**config.mk**
```make
export PLATFORM = sky130hd
export DESIGN_NAME = data_modulate_5x5_ctrl_flat
export DESIGN_NICKNAME = d
export VERILOG_FILES = /design/src/rtl/data_modulate_5x5_ctrl_pkg.sv /design/src/rtl/data_modulate_5x5_ctrl_if.sv /design/src/rtl/data_modulate_5x5_ctrl_raster_counter.sv /design/src/rtl/data_modulate_5x5_ctrl.sv /design/src/flat_wrapper.sv
export SDC_FILE = /design/constraint.sdc
export NUM_CORES = 1
export LEC_CHECK = 0
export CORE_UTILIZATION = 61
export CTS_BUF_LIST = sky130_fd_sc_hd__clkbuf_4
export CTS_CLUSTER_SIZE = 24
export DETAILED_ROUTE_END_ITERATION = 16
export PLACE_DENSITY = 0.95
export SLEW_MARGIN = 20
export SYNTH_ARGS = -nofsm -noshare
export SYNTH_HDL_FRONTEND = slang
export SYNTH_SLANG_ARGS = --single-unit
```
**constraint.sdc**
```tcl
create_clock -name clk -period 5 [get_ports clk]
set_input_delay 1 -clock clk [delete_from_list [all_inputs] [get_ports clk]]
set_output_delay 1 -clock clk [all_outputs]
set_load 0.1 [all_outputs]
```
**src/rtl/data_modulate_5x5_ctrl_pkg.sv**
```systemverilog
// Shared types for the 5x5 window modulator controller: FSM state encoding, counter widths, increment helper.
package data_modulate_pkg;

  localparam int CNT_W   = 10;
  localparam int SHIFT_W = 20;

  typedef enum logic [2:0] {
    ST_IDLE  = 3'd0,
    ST_FILL  = 3'd1,
    ST_RUN   = 3'd2,
    ST_FLUSH = 3'd3,
    ST_DONE  = 3'd4
  } state_t;

  function automatic logic [CNT_W-1:0] plus_1(input logic [CNT_W-1:0] v);
    return v + CNT_W'(1);
  endfunction

endpackage

```
**src/rtl/data_modulate_5x5_ctrl_if.sv**
```systemverilog
// Pixel-in / window-out handshake between the controller (master) and line buffer / datapath / sink (slave).
interface data_modulate_5x5_ctrl_if;
  import data_modulate_pkg::*;

  logic             in_valid_i;
  logic             in_ready_o;
  logic             out_ready_i;
  logic             shift_en_o;
  logic             zero_fill_o;
  logic             win_valid_o;
  logic [CNT_W-1:0] row_o;
  logic [CNT_W-1:0] col_o;

  modport master (
    input  in_valid_i, out_ready_i,
    output in_ready_o, shift_en_o, zero_fill_o, win_valid_o, row_o, col_o
  );

  modport slave (
    output in_valid_i, out_ready_i,
    input  in_ready_o, shift_en_o, zero_fill_o, win_valid_o, row_o, col_o
  );

endinterface

```
**src/rtl/data_modulate_5x5_ctrl_raster_counter.sv**
```systemverilog
// Row/column raster position counter: col wraps COLS-1 -> 0 and bumps row, row wraps ROWS-1 -> 0.
module raster_counter
  import data_modulate_pkg::*;
#(
  parameter int ROWS = 7,
  parameter int COLS = 7
) (
  input  logic             clk,
  input  logic             rst,
  input  logic             clr,
  input  logic             en,
  output logic [CNT_W-1:0] row,
  output logic [CNT_W-1:0] col
);

  localparam logic [CNT_W-1:0] ROW_LAST = CNT_W'(ROWS - 1);
  localparam logic [CNT_W-1:0] COL_LAST = CNT_W'(COLS - 1);

  always_ff @(posedge clk or negedge rst) begin
    if (!rst) begin
      row <= '0;
      col <= '0;
    end else if (clr) begin
      row <= '0;
      col <= '0;
    end else if (en) begin
      if (col == COL_LAST) begin
        col <= '0;
        row <= (row == ROW_LAST) ? '0 : plus_1(row);
      end else begin
        col <= plus_1(col);
      end
    end
  end

endmodule

```
**src/rtl/data_modulate_5x5_ctrl.sv**
```systemverilog
// Sequencer for the 5x5 window modulator: fill, run, zero-fed flush, one window per pixel.
// Optional downstream backpressure when DATA_MODULATE_CTRL_BACKPRESSURE_EN is defined.
module data_modulate_5x5_ctrl
  import data_modulate_pkg::*;
#(
  parameter int ROWS = 7,
  parameter int COLS = 7,
  parameter int LAG  = 2*COLS + 2
) (
  input  logic                     clk,
  input  logic                     rst,
  input  logic                     frame_start_i,
  output logic                     busy_o,
  output logic                     frame_done_o,
  data_modulate_5x5_ctrl_if.master io
);

  localparam logic [SHIFT_W-1:0] LAG_C     = SHIFT_W'(LAG);
  localparam logic [SHIFT_W-1:0] LAG_M1    = SHIFT_W'(LAG - 1);
  localparam logic [SHIFT_W-1:0] NPIX_M1   = SHIFT_W'(ROWS*COLS - 1);
  localparam logic [SHIFT_W-1:0] TOTAL_C   = SHIFT_W'(ROWS*COLS + LAG);

  state_t             state, state_nx;
  logic [SHIFT_W-1:0] shift_cnt;
  logic               ds_ok;
  logic               in_fire;
  logic               flush_tick;
  logic               win_vld_q;
  logic               frame_arm;

`ifdef DATA_MODULATE_CTRL_BACKPRESSURE_EN
  assign ds_ok = io.out_ready_i;
`else
  logic unused_out_ready;
  assign unused_out_ready = io.out_ready_i;
  assign ds_ok = 1'b1;
`endif

  assign frame_arm     = (state == ST_IDLE) && frame_start_i;
  assign in_fire       = io.in_valid_i && io.in_ready_o;
  assign io.shift_en_o = in_fire || flush_tick;
  assign io.win_valid_o = win_vld_q;

  always_ff @(posedge clk or negedge rst) begin
    if (!rst) state <= ST_IDLE;
    else      state <= state_nx;
  end

  // FLUSH lingers one cycle past the last shift so the final window is emitted before DONE.
  always_comb begin
    state_nx = state;
    case (state)
      ST_IDLE:  if (frame_start_i) state_nx = ST_FILL;
      ST_FILL:  if (in_fire && shift_cnt == LAG_M1) state_nx = ST_RUN;
      ST_RUN:   if (in_fire && shift_cnt == NPIX_M1) state_nx = ST_FLUSH;
      ST_FLUSH: if (shift_cnt == TOTAL_C) state_nx = ST_DONE;
      ST_DONE:  state_nx = ST_IDLE;
      default:  state_nx = ST_IDLE;
    endcase
  end

  always_comb begin
    io.in_ready_o  = 1'b0;
    io.zero_fill_o = 1'b0;
    busy_o         = 1'b0;
    frame_done_o   = 1'b0;
    flush_tick     = 1'b0;
    case (state)
      ST_FILL: begin
        io.in_ready_o = 1'b1;
        busy_o        = 1'b1;
      end
      ST_RUN: begin
        io.in_ready_o = ds_ok;
        busy_o        = 1'b1;
      end
      ST_FLUSH: begin
        busy_o         = 1'b1;
        io.zero_fill_o = (shift_cnt != TOTAL_C);
        flush_tick     = (shift_cnt != TOTAL_C) && ds_ok;
      end
      ST_DONE: frame_done_o = 1'b1;
      default: ;
    endcase
  end

  // A shift whose pre-increment count is at least LAG pushes a complete window centre into place.
  always_ff @(posedge clk or negedge rst) begin
    if (!rst) begin
      shift_cnt <= '0;
      win_vld_q <= 1'b0;
    end else begin
      win_vld_q <= io.shift_en_o && (shift_cnt >= LAG_C);
      if (frame_arm)
        shift_cnt <= '0;
      else if (io.shift_en_o)
        shift_cnt <= shift_cnt + SHIFT_W'(1);
    end
  end

  raster_counter #(
    .ROWS(ROWS),
    .COLS(COLS)
  ) u_win_pos (
    .clk(clk),
    .rst(rst),
    .clr(frame_arm),
    .en (win_vld_q),
    .row(io.row_o),
    .col(io.col_o)
  );

endmodule

```
**src/flat_wrapper.sv**
```systemverilog
// flat-port wrapper written by rule: the top's interface ports become plain ports
module data_modulate_5x5_ctrl_flat import data_modulate_pkg::*;
#(
  parameter int ROWS = 7,
  parameter int COLS = 7,
  parameter int LAG  = 2*COLS + 2
)
  (clk, rst, frame_start_i, busy_o, frame_done_o, io_in_valid_i, io_out_ready_i, io_in_ready_o, io_shift_en_o, io_zero_fill_o, io_win_valid_o, io_row_o, io_col_o);
  data_modulate_5x5_ctrl_if io_i ();
  input  logic clk;
  input  logic rst;
  input  logic frame_start_i;
  output logic busy_o;
  output logic frame_done_o;
  input wire logic [$bits(io_i.in_valid_i)-1:0] io_in_valid_i;
  input wire logic [$bits(io_i.out_ready_i)-1:0] io_out_ready_i;
  output wire logic [$bits(io_i.in_ready_o)-1:0] io_in_ready_o;
  output wire logic [$bits(io_i.shift_en_o)-1:0] io_shift_en_o;
  output wire logic [$bits(io_i.zero_fill_o)-1:0] io_zero_fill_o;
  output wire logic [$bits(io_i.win_valid_o)-1:0] io_win_valid_o;
  output wire logic [$bits(io_i.row_o)-1:0] io_row_o;
  output wire logic [$bits(io_i.col_o)-1:0] io_col_o;
  assign io_i.in_valid_i = io_in_valid_i;
  assign io_i.out_ready_i = io_out_ready_i;
  assign io_in_ready_o = io_i.in_ready_o;
  assign io_shift_en_o = io_i.shift_en_o;
  assign io_zero_fill_o = io_i.zero_fill_o;
  assign io_win_valid_o = io_i.win_valid_o;
  assign io_row_o = io_i.row_o;
  assign io_col_o = io_i.col_o;
  data_modulate_5x5_ctrl #(.ROWS(ROWS), .COLS(COLS), .LAG(LAG)) u_core (.clk(clk), .rst(rst), .frame_start_i(frame_start_i), .busy_o(busy_o), .frame_done_o(frame_done_o), .io(io_i));
endmodule
```
==> impl_results.html, run 1 <==
<table>
<tr><th>Metric</th><th>Value</th></tr>
<tr><th colspan="2">Setup path</th></tr>
<tr><td>Setup Crit Path Kind</td><td>reg2out</td></tr>
<tr><td>Maximum fanout along the worst path</td><td>39</td></tr>
<tr><td>Setup crit end</td><td>io_shift_en_o</td></tr>
<tr><td>Critical Path Source</td><td>u_core.shift_cnt[1]$_DFFE_PN0P_</td></tr>
<tr><td>Cell count of the worst reg-to-reg path</td><td>8</td></tr>
<tr><td>Kind of end point of the critical path</td><td>primary output</td></tr>
<tr><td>Worst setup SP type</td><td>flop</td></tr>
<tr><td>R2r startpoint</td><td>u_core.shift_cnt[1]$_DFFE_PN0P_</td></tr>
<tr><td>Critical path data required time</td><td>roughly 4000 ps</td></tr>
<tr><td>Crit path DAT</td><td>3000 ps</td></tr>
<tr><td>Reg-to-Reg End</td><td>u_core.shift_cnt[1]$_DFFE_PN0P_</td></tr>
<tr><td>Slack of the worst reg-to-reg path</td><td>2280 ps</td></tr>
<tr><th colspan="2">STA</th></tr>
<tr><td>Final Max Slew Viols</td><td>0</td></tr>
<tr><td>Worst Tran Pin Value</td><td>979 ps</td></tr>
<tr><td>Final setup vio count</td><td>0</td></tr>
<tr><td>Tmin final</td><td>4000 ps</td></tr>
<tr><td>Final WS setup</td><td>999 ps</td></tr>
<tr><td>RSZ-0062 raised after global routing</td><td>no</td></tr>
<tr><td>Maximum clock frequency</td><td>250 MHz</td></tr>
<tr><td>Post-Route Hold Slack</td><td>between 500 and 600 ps</td></tr>
<tr><td>Setup TNS after final layout</td><td>0 ps</td></tr>
<tr><td>Final hold vios</td><td>0</td></tr>
<tr><td>Worst setup skew after layout</td><td>11.6 ps</td></tr>
<tr><td>Share of the clock period used by the worst path</td><td>0.800</td></tr>
<tr><td>Slew Limit Headroom</td><td>0.345</td></tr>
<tr><th colspan="2">Route</th></tr>
<tr><td>Routed vias</td><td>2240</td></tr>
<tr><td>Detailed-routing iteration count for the pre-antenna-repair pass</td><td>5</td></tr>
<tr><td>Final wirelength</td><td>5790 um</td></tr>
<tr><td>Drt wl/cell</td><td>16.4 um</td></tr>
<tr><td>DRC violation count after routing</td><td>0</td></tr>
<tr><td>Vias per cell</td><td>6.36</td></tr>
<tr><td>Count of nets left with antenna violations after detail routing</td><td>0</td></tr>
<tr><td>First-iteration detailed-routing DRC count</td><td>199</td></tr>
<tr><th colspan="2">Clocking</th></tr>
<tr><td>Setup Fix Bufs, Post-CTS</td><td>0</td></tr>
<tr><td>Clock latency at the later pin of the worst-skew pair</td><td>370 ps</td></tr>
<tr><td>H-tree depth</td><td>2</td></tr>
<tr><td>Clk root buf</td><td>sky130_fd_sc_hd__clkbuf_4</td></tr>
<tr><td>Hold buffer count at CTS</td><td>0</td></tr>
<tr><td>Number of clock sinks seen by CTS</td><td>44</td></tr>
<tr><td>CTS Buf Count</td><td>5</td></tr>
<tr><td>CTS-repair resized insts</td><td>0</td></tr>
<tr><td>Number of buffers between clock root and the deepest sink</td><td>2</td></tr>
<tr><td>CTS clock-pin slew for the worst setup and hold paths</td><td>140 ps</td></tr>
<tr><td>CTS tree</td><td>built</td></tr>
<tr><th colspan="2">Floorplanning</th></tr>
<tr><td>Std-Cell Core Area</td><td>4030 sq um</td></tr>
<tr><td>Effective utilization at floorplan</td><td>0.638</td></tr>
<tr><td>Height of the die</td><td>66.9 um</td></tr>
<tr><td>Row count</td><td>23</td></tr>
<tr><td>Floorplan die area</td><td>4470 sq um</td></tr>
<tr><td>Chip Width</td><td>66.9 um</td></tr>
<tr><td>Count of pins on the block boundary</td><td>31</td></tr>
<tr><th colspan="2">Power</th></tr>
<tr><td>VDD IR max</td><td>328 uV</td></tr>
<tr><td>Power per cell area</td><td>558 nW/um^2</td></tr>
<tr><td>Leak Pwr</td><td>1.17 nW</td></tr>
<tr><td>Power Total</td><td>approximately 1.6 mW</td></tr>
<tr><th colspan="2">Yosys</th></tr>
<tr><td>Ys flop type</td><td>sky130_fd_sc_hd__dfrtp_1</td></tr>
<tr><td>Post-synth top area cell</td><td>sky130_fd_sc_hd__dfrtp_1</td></tr>
<tr><td>Post-Syn Area per Cell</td><td>9.27 sq um</td></tr>
<tr><td>Cell area after synthesis</td><td>approximately 2600 sq um</td></tr>
<tr><td>Count of cell types in the netlist</td><td>52</td></tr>
<tr><td>Ranking of synthesized cells by instance count</td><td>sky130_fd_sc_hd__dfrtp_1 (44), sky130_fd_sc_hd__o21ai_0 (25), sky130_fd_sc_hd__nand3_1 (21), sky130_fd_sc_hd__nor2_1 (21), sky130_fd_sc_hd__a21oi_1 (17)</td></tr>
<tr><td>Proportion of register bits with asynchronous set or reset after synthesis</td><td>1.00</td></tr>
<tr><td>Cells after Synth</td><td>277</td></tr>
<tr><td>Most numerous cell in the Yosys netlist</td><td>sky130_fd_sc_hd__dfrtp_1</td></tr>
<tr><td>Sequential area share after synthesis</td><td>0.429</td></tr>
<tr><td>FF+latch count, synth</td><td>44</td></tr>
<tr><td>Portion of synthesized cell area occupied by the leading cell type</td><td>0.429</td></tr>
<tr><td>Cell types occupying the most area after synthesis</td><td>sky130_fd_sc_hd__dfrtp_1 (43%), sky130_fd_sc_hd__o21ai_0 (4.9%), sky130_fd_sc_hd__nand3_1 (4.1%)</td></tr>
<tr><td>Warnings from Yosys</td><td>0</td></tr>
<tr><td>Net count after synthesis</td><td>289</td></tr>
<tr><td>Number of enable flip-flop cells after synthesis</td><td>0</td></tr>
<tr><th colspan="2">Place</th></tr>
<tr><td>Pre-CTS setup slack</td><td>1400 ps</td></tr>
<tr><td>Instance count after placement with tap cells included</td><td>344</td></tr>
<tr><td>Placed instance area</td><td>2830 sq um</td></tr>
<tr><td>Number of port buffers</td><td>29</td></tr>
<tr><td>Placer Congestion</td><td>0.821</td></tr>
<tr><td>Hpwl dp</td><td>between 4000 and 5000 um</td></tr>
<tr><th colspan="2">Layout</th></tr>
<tr><td>Non-Filler Instances</td><td>352</td></tr>
<tr><td>Proportion of layout cells with a drive suffix above 1</td><td>0.0993</td></tr>
<tr><td>Post-synthesis to final-layout area growth</td><td>12.8%</td></tr>
<tr><td>ANT cells</td><td>0</td></tr>
<tr><td>Post-route design area</td><td>2900 sq um</td></tr>
<tr><td>Final Util</td><td>0.719</td></tr>
<tr><td># nets final</td><td>313</td></tr>
<tr><th colspan="2">Job</th></tr>
<tr><td>Number of max-capacitance violations reported</td><td>0</td></tr>
<tr><th colspan="2">Global routing</th></tr>
<tr><td>Grt total ovfl</td><td>0</td></tr>
<tr><td>Total routing usage reported by global routing</td><td>0.285</td></tr>
<tr><td>Global-route wire length before repair</td><td>approximately 9400 um</td></tr>
<tr><td>Number of antenna violations at the first check in global routing</td><td>0</td></tr>
<tr><td>Number of global-route vias before repair</td><td>between 1.5k and 2k</td></tr>
<tr><td>Maximum number of pins on one net before global-route repair</td><td>between 40 and 50</td></tr>
<tr><th colspan="2">Outcome</th></tr>
<tr><td>Outcome</td><td>finished, final reports clean</td></tr>
<tr><th colspan="2">Hold path</th></tr>
<tr><td>Worst hold-check path type</td><td>reg2reg</td></tr>
<tr><td>Worst Hold Path Cells</td><td>1</td></tr>
<tr><td>Startpoint of the tightest hold check path</td><td>u_core.u_win_pos.row[9]$_DFFE_PN0P_</td></tr>
</table>
-- worst max-delay path: stages, from the launching register on --
cell,delay (ps)
sky130_fd_sc_hd__dfrtp_1,460
sky130_fd_sc_hd__inv_1,100
sky130_fd_sc_hd__ha_1,140
sky130_fd_sc_hd__or4bb_1,500
sky130_fd_sc_hd__or4_4,510
sky130_fd_sc_hd__a211oi_4,240
sky130_fd_sc_hd__buf_4,360
sky130_fd_sc_hd__inv_1,70
sky130_fd_sc_hd__buf_4,240
-- placed cells by master, fill, tap and decap left out, drive strengths merged, types with 2 or more instances in the layout --
cell,n
o31ai,14
nand4,7
a21oi,17
or4,10
clkinvlp,2
nor4,2
a211oi,2
and3,8
nand2b,2
o21ai,25
nand2,14
nor3,5
nor4b,4
and4b,2
xnor2,3
nor3b,2
nand3b,3
xor2,4
inv,9
mux2i,2
a31oi,2
clkbuf,5
nor2b,3
ha,7
clkdlybuf4s50,27
nand3,21
a21o,3
or3,10
dfrtp,44
nor2,23
o211ai,3
buf,4
or2,2
-- area by class of cell --
cell class | count | area, sq um
Tap cell | 50 | 62.6
Fill cell | 310 | 1130
Multi-Input combinational cell | 210 | 1340
Sequential cell | 44 | 1100
Inverter | 9 | 33.8
Clock buffer | 5 | 37.5
Timing Repair Buffer | 31 | 300
Clock inverter | 3 | 23.8
-- kinds of logic (layout without fill, tap and decap cells) --
logic type | after synthesis | count (layout) | share of synthesized area
AOI/OAI and AO/OA | 71 | 71 | 0.171
and+or+nand+nor | 123 | 123 | 0.279
adders and majority gates | 7 | 7 | 0.0341
buffers and inverters | 23 | 48 | 0.0555
muxes | 2 | 2 | 0.00779
DFF | 44 | 44 | 0.429
xor gates and xnor gates | 7 | 7 | 0.0239
-- sequential cells by signal, indices dropped and copies added (netlist names) --
signal                 cells
u_core.shift_cnt          20
u_core.u_win_pos.col      10
u_core.state               3
u_core.u_win_pos.row      10
u_core.io.win_valid_o      1
-- report_power, final --
group          total [mW]  switching (mW)  internal, mW  leakage [nW]
logic               0.824           0.589         0.235         0.577
registers           0.612           0.160         0.453         0.567
clock network       0.179           0.124        0.0554        0.0274
-- worst min-delay path by stage --
| stage | to |
|---|---|
| after floorplan | u_core.shift_cnt[19]$_DFFE_PN0P_ |
| after detailed placement | u_core.u_win_pos.row[9]$_DFFE_PN0P_ |
| after global placement | u_core.u_win_pos.row[9]$_DFFE_PN0P_ |
| after CTS | u_core.u_win_pos.row[9]$_DFFE_PN0P_ |
| final | u_core.u_win_pos.row[9]$_DFFE_PN0P_ |
| after global routing | u_core.u_win_pos.row[9]$_DFFE_PN0P_ |
-- per-layer routing --
layer,part of all wire,vias to the layer above,global-route usage
met5,0,-,0
met4,0.016,0,0.0984
met3,0.052,10,0.0565
met2,0.49,76,0.465
met1,0.44,1080,0.374
li1,-,1074,-
Note: power is estimated with default switching activity, not from simulation.
==> run 2: changes to the inputs <==
Settings changed: CORE_UTILIZATION 61 to 58, PLACE_DENSITY 0.95 to 0.93.
Clock period 5 ns to 4.07 ns, I/O delays scaled along.
==> run 2 against run 1 <==
Effect of this change:
- global-route usage shrank 3.2 points
- routed wire length shrank 7.9%
- utilization fell by 1.8 points
- highest routed layer unchanged
- cell count unchanged
- critical endpoint unchanged
- register-to-register slack worse by 970 ps
- largest cell class unchanged
==> impl_results.html, run 2 (same netlist as run 1, synthesis figures left out) <==
<table>
<tr><th>Metric</th><th>Value</th></tr>
<tr><th colspan="2">Outcome</th></tr>
<tr><td>Outcome</td><td>finished, final reports clean</td></tr>
<tr><th colspan="2">Route</th></tr>
<tr><td>Count of nets left with antenna violations after detail routing</td><td>0 (unchanged)</td></tr>
<tr><td>Final wirelength</td><td>5330 um (-7.9%)</td></tr>
<tr><td>Routed vias</td><td>2221 (-0.85%)</td></tr>
<tr><td>Drt wl/cell</td><td>15.1 um (-7.9%)</td></tr>
<tr><td>Detailed-routing iteration count for the pre-antenna-repair pass</td><td>4 (-1)</td></tr>
<tr><td>DRC violation count after routing</td><td>0 (unchanged)</td></tr>
<tr><td>Vias per cell</td><td>6.31 (-0.85%)</td></tr>
<tr><td>First-iteration detailed-routing DRC count</td><td>134 (-33%)</td></tr>
<tr><th colspan="2">Clocking</th></tr>
<tr><td>CTS tree</td><td>built</td></tr>
<tr><td>CTS-repair resized insts</td><td>0 (unchanged)</td></tr>
<tr><td>CTS Buf Count</td><td>5 (unchanged)</td></tr>
<tr><td>Clock latency at the later pin of the worst-skew pair</td><td>370 ps (about the same)</td></tr>
<tr><td>Number of buffers between clock root and the deepest sink</td><td>2 (unchanged)</td></tr>
<tr><td>Number of clock sinks seen by CTS</td><td>44 (unchanged)</td></tr>
<tr><td>Hold buffer count at CTS</td><td>0 (unchanged)</td></tr>
<tr><td>H-tree depth</td><td>2 (unchanged)</td></tr>
<tr><td>Setup Fix Bufs, Post-CTS</td><td>0 (unchanged)</td></tr>
<tr><td>CTS clock-pin slew for the worst setup and hold paths</td><td>140 ps (about the same)</td></tr>
<tr><td>Clk root buf</td><td>sky130_fd_sc_hd__clkbuf_4</td></tr>
<tr><th colspan="2">Layout</th></tr>
<tr><td>Proportion of layout cells with a drive suffix above 1</td><td>0.103 (+0.00331)</td></tr>
<tr><td>Largest registers in the final layout</td><td>u_core.shift_cnt x20, u_core.u_win_pos.col x10, u_core.u_win_pos.row x10</td></tr>
<tr><td>Post-synthesis to final-layout area growth</td><td>12.4%</td></tr>
<tr><td>Non-Filler Instances</td><td>352 (unchanged)</td></tr>
<tr><td>Post-route design area</td><td>2890 sq um (-0.35%)</td></tr>
<tr><td>Most common library cell in the layout ignoring fill and taps</td><td>sky130_fd_sc_hd__dfrtp_1</td></tr>
<tr><td>Final Util</td><td>0.702 (-0.0175)</td></tr>
<tr><td>Number of flip-flops under the largest register name</td><td>20 (unchanged)</td></tr>
<tr><td>ANT cells</td><td>0 (unchanged)</td></tr>
<tr><td>Most frequent cells in the layout</td><td>sky130_fd_sc_hd__dfrtp_1 (44), sky130_fd_sc_hd__clkdlybuf4s50_1 (26), sky130_fd_sc_hd__o21ai_0 (25), sky130_fd_sc_hd__nor2_1 (21), sky130_fd_sc_hd__nand3_1 (21)</td></tr>
<tr><td># nets final</td><td>313 (unchanged)</td></tr>
<tr><td>Largest register by flop count</td><td>u_core.shift_cnt</td></tr>
<tr><th colspan="2">Place</th></tr>
<tr><td>Placer Congestion</td><td>0.822 (about the same)</td></tr>
<tr><td>Instance count after placement with tap cells included</td><td>344 (unchanged)</td></tr>
<tr><td>Placed instance area</td><td>2830 sq um (about the same)</td></tr>
<tr><td>Hpwl dp</td><td>3700 um (-8.7%)</td></tr>
<tr><td>Pre-CTS setup slack</td><td>1020 ps (-376 ps)</td></tr>
<tr><td>Number of port buffers</td><td>29 (unchanged)</td></tr>
<tr><th colspan="2">Floorplanning</th></tr>
<tr><td>Count of pins on the block boundary</td><td>31 (unchanged)</td></tr>
<tr><td>Floorplan die area</td><td>4700 sq um (+5.0%)</td></tr>
<tr><td>Std-Cell Core Area</td><td>4120 sq um (+2.1%)</td></tr>
<tr><td>Chip Width</td><td>68.6 um (+2.5%)</td></tr>
<tr><td>Effective utilization at floorplan</td><td>0.624 (-0.0134)</td></tr>
<tr><td>Height of the die</td><td>68.6 um (+2.5%)</td></tr>
<tr><td>Row count</td><td>23 (unchanged)</td></tr>
<tr><th colspan="2">Setup path</th></tr>
<tr><td>Cell count of the worst reg-to-reg path</td><td>8 (unchanged)</td></tr>
<tr><td>Slack of the worst reg-to-reg path</td><td>1310 ps (-970 ps)</td></tr>
<tr><td>Crit path DAT</td><td>2660 ps (-340 ps)</td></tr>
<tr><td>Setup Crit Path Kind</td><td>reg2out</td></tr>
<tr><td>Critical path data required time</td><td>3260 ps (-740 ps)</td></tr>
<tr><td>Reg-to-Reg End</td><td>u_core.shift_cnt[1]$_DFFE_PN0P_</td></tr>
<tr><td>Cell type of the slowest stage on the worst timing path</td><td>sky130_fd_sc_hd__or4bb_1</td></tr>
<tr><td>Largest delay share family, worst path</td><td>simple AND/OR/NAND/NOR gates</td></tr>
<tr><td>Dominant cell type by count on the critical path</td><td>sky130_fd_sc_hd__inv_1</td></tr>
<tr><td>Kind of end point of the critical path</td><td>primary output</td></tr>
<tr><td>Path length in cells of the critical path</td><td>7 (-1)</td></tr>
<tr><td>R2r startpoint</td><td>u_core.shift_cnt[1]$_DFFE_PN0P_</td></tr>
<tr><td>Maximum fanout along the worst path</td><td>5 (-87%)</td></tr>
<tr><td>Worst setup SP type</td><td>flop</td></tr>
<tr><td>Delay of the slowest cell on the worst path</td><td>510 ps (about the same)</td></tr>
<tr><td>Setup crit end</td><td>io_shift_en_o</td></tr>
<tr><td>Critical Path Source</td><td>u_core.shift_cnt[1]$_DFFE_PN0P_</td></tr>
<tr><td>Critical path, cell by cell</td><td>inv_1 -&gt; ha_1 -&gt; or4bb_1 -&gt; or4_4 -&gt; a211oi_4 -&gt; inv_1 -&gt; buf_4</td></tr>
<tr><td>WP buf/inv</td><td>3 (-1)</td></tr>
<tr><th colspan="2">Global routing</th></tr>
<tr><td>Grt total ovfl</td><td>0 (unchanged)</td></tr>
<tr><td>Maximum number of pins on one net before global-route repair</td><td>45 (unchanged)</td></tr>
<tr><td>Total routing usage reported by global routing</td><td>0.253 (-0.0316)</td></tr>
<tr><td>Global-route wire length before repair</td><td>8900 um (-5.6%)</td></tr>
<tr><td>Number of global-route vias before repair</td><td>1998 (+0.45%)</td></tr>
<tr><td>Number of antenna violations at the first check in global routing</td><td>0 (unchanged)</td></tr>
<tr><th colspan="2">Power</th></tr>
<tr><td>Power per cell area</td><td>679 nW/um^2 (+22%)</td></tr>
<tr><td>Switching portion of total power</td><td>0.536 (-0.00392)</td></tr>
<tr><td>Switching power summed over all nets</td><td>1.05 mW (+20%)</td></tr>
<tr><td>Share of power burned in the clock network</td><td>0.111 (about the same)</td></tr>
<tr><td>Share of power burned in registers</td><td>0.379 (about the same)</td></tr>
<tr><td>Share of total power in combinational logic</td><td>0.510 (about the same)</td></tr>
<tr><td>VDD IR max</td><td>361 uV (+9.9%)</td></tr>
<tr><td>Leak Pwr</td><td>1.18 nW (+0.74%)</td></tr>
<tr><td>Power Total</td><td>1.96 mW (+21%)</td></tr>
<tr><td>Int Pwr</td><td>0.909 mW (+22%)</td></tr>
<tr><th colspan="2">STA</th></tr>
<tr><td>Share of the clock period used by the worst path</td><td>0.852</td></tr>
<tr><td>Worst setup skew after layout</td><td>18.6 ps (+7.05 ps)</td></tr>
<tr><td>Tmin final</td><td>3470 ps</td></tr>
<tr><td>RSZ-0062 raised after global routing</td><td>no</td></tr>
<tr><td>Setup TNS after final layout</td><td>0 ps (unchanged)</td></tr>
<tr><td>Final WS setup</td><td>601 ps (-399 ps)</td></tr>
<tr><td>Post-Route Hold Slack</td><td>543 ps (-23.6 ps)</td></tr>
<tr><td>Maximum clock frequency</td><td>288 MHz</td></tr>
<tr><td>Final Max Slew Viols</td><td>0 (unchanged)</td></tr>
<tr><td>Worst Tran Pin Value</td><td>975 ps (-4.47 ps)</td></tr>
<tr><td>Final setup vio count</td><td>0 (unchanged)</td></tr>
<tr><td>Final hold vios</td><td>0 (unchanged)</td></tr>
<tr><td>Slew Limit Headroom</td><td>0.348 (+0.00299)</td></tr>
<tr><th colspan="2">Job</th></tr>
<tr><td>Number of max-capacitance violations reported</td><td>0 (unchanged)</td></tr>
<tr><th colspan="2">Hold path</th></tr>
<tr><td>Worst hold-check path type</td><td>reg2reg</td></tr>
</table>
## run 2: cell types whose count changed in the layout (fill, tap and decap cells not counted), sizes merged
cell | before | now
clkinv | 1 | 3
clkdlybuf4s50 | 27 | 26
clkinvlp | 2 | 0
buf | 4 | 5
## run 2: power by group through the flow
| stage | logic (mW) | clock network [mW] | registers [mW] |
|---|---|---|---|
| finish | 1.00 | 0.217 | 0.743 |
| global route | 1.07 | 0.240 | 0.766 |
| CTS | 1.00 | 0.221 | 0.738 |
| detailed placement | 0.996 | 0 | 0.747 |
| global placement | 0.976 | 0 | 0.738 |
| floorplan | 0.440 | 0 | 1.07 |
## run 2: cell type report
type / count / area [sq um]
clock inverters: 3 / 18.8
flip-flops and latches: 44 / 1100
multi-input cells: 210 / 1340
well taps: 50 / 62.6
repair buffers: 31 / 295
inverters: 9 / 33.8
fillers: 316 / 1230
clock buffers: 5 / 37.5
## run 2: worst register-to-register path, cell delays in order, from the launching register on
cell,delay [ps]
sky130_fd_sc_hd__dfrtp_1,450
sky130_fd_sc_hd__inv_1,100
sky130_fd_sc_hd__ha_1,140
sky130_fd_sc_hd__or4bb_1,510
sky130_fd_sc_hd__or4_4,510
sky130_fd_sc_hd__a211oi_4,270
sky130_fd_sc_hd__buf_4,350
sky130_fd_sc_hd__mux2i_1,270
sky130_fd_sc_hd__nor2_2,50
## run 2: worst min path at each step
stage                                        startpoint                                  end  slack, ps  cells past startpoint
CTS                 u_core.u_win_pos.row[9]$_DFFE_PN0P_  u_core.u_win_pos.row[9]$_DFFE_PN0P_        530                      1
floorplan              u_core.shift_cnt[19]$_DFFE_PN0P_     u_core.shift_cnt[19]$_DFFE_PN0P_        510                      2
detailed placement  u_core.u_win_pos.row[9]$_DFFE_PN0P_  u_core.u_win_pos.row[9]$_DFFE_PN0P_        510                      1
global placement    u_core.u_win_pos.row[9]$_DFFE_PN0P_  u_core.u_win_pos.row[9]$_DFFE_PN0P_        510                      1
finish              u_core.u_win_pos.row[9]$_DFFE_PN0P_  u_core.u_win_pos.row[9]$_DFFE_PN0P_        540                      1
global route        u_core.u_win_pos.row[9]$_DFFE_PN0P_  u_core.u_win_pos.row[9]$_DFFE_PN0P_        560                      1
## run 2: metal layers
layer | GRT usage | up-vias | wire length [um]
li1 | - | 1078 | -
met1 | 0.332 | 1080 | 2420
met2 | 0.418 | 56 | 2560
met3 | 0.0493 | 7 | 269
met4 | 0.0833 | 0 | 77
met5 | 0 | - | 0
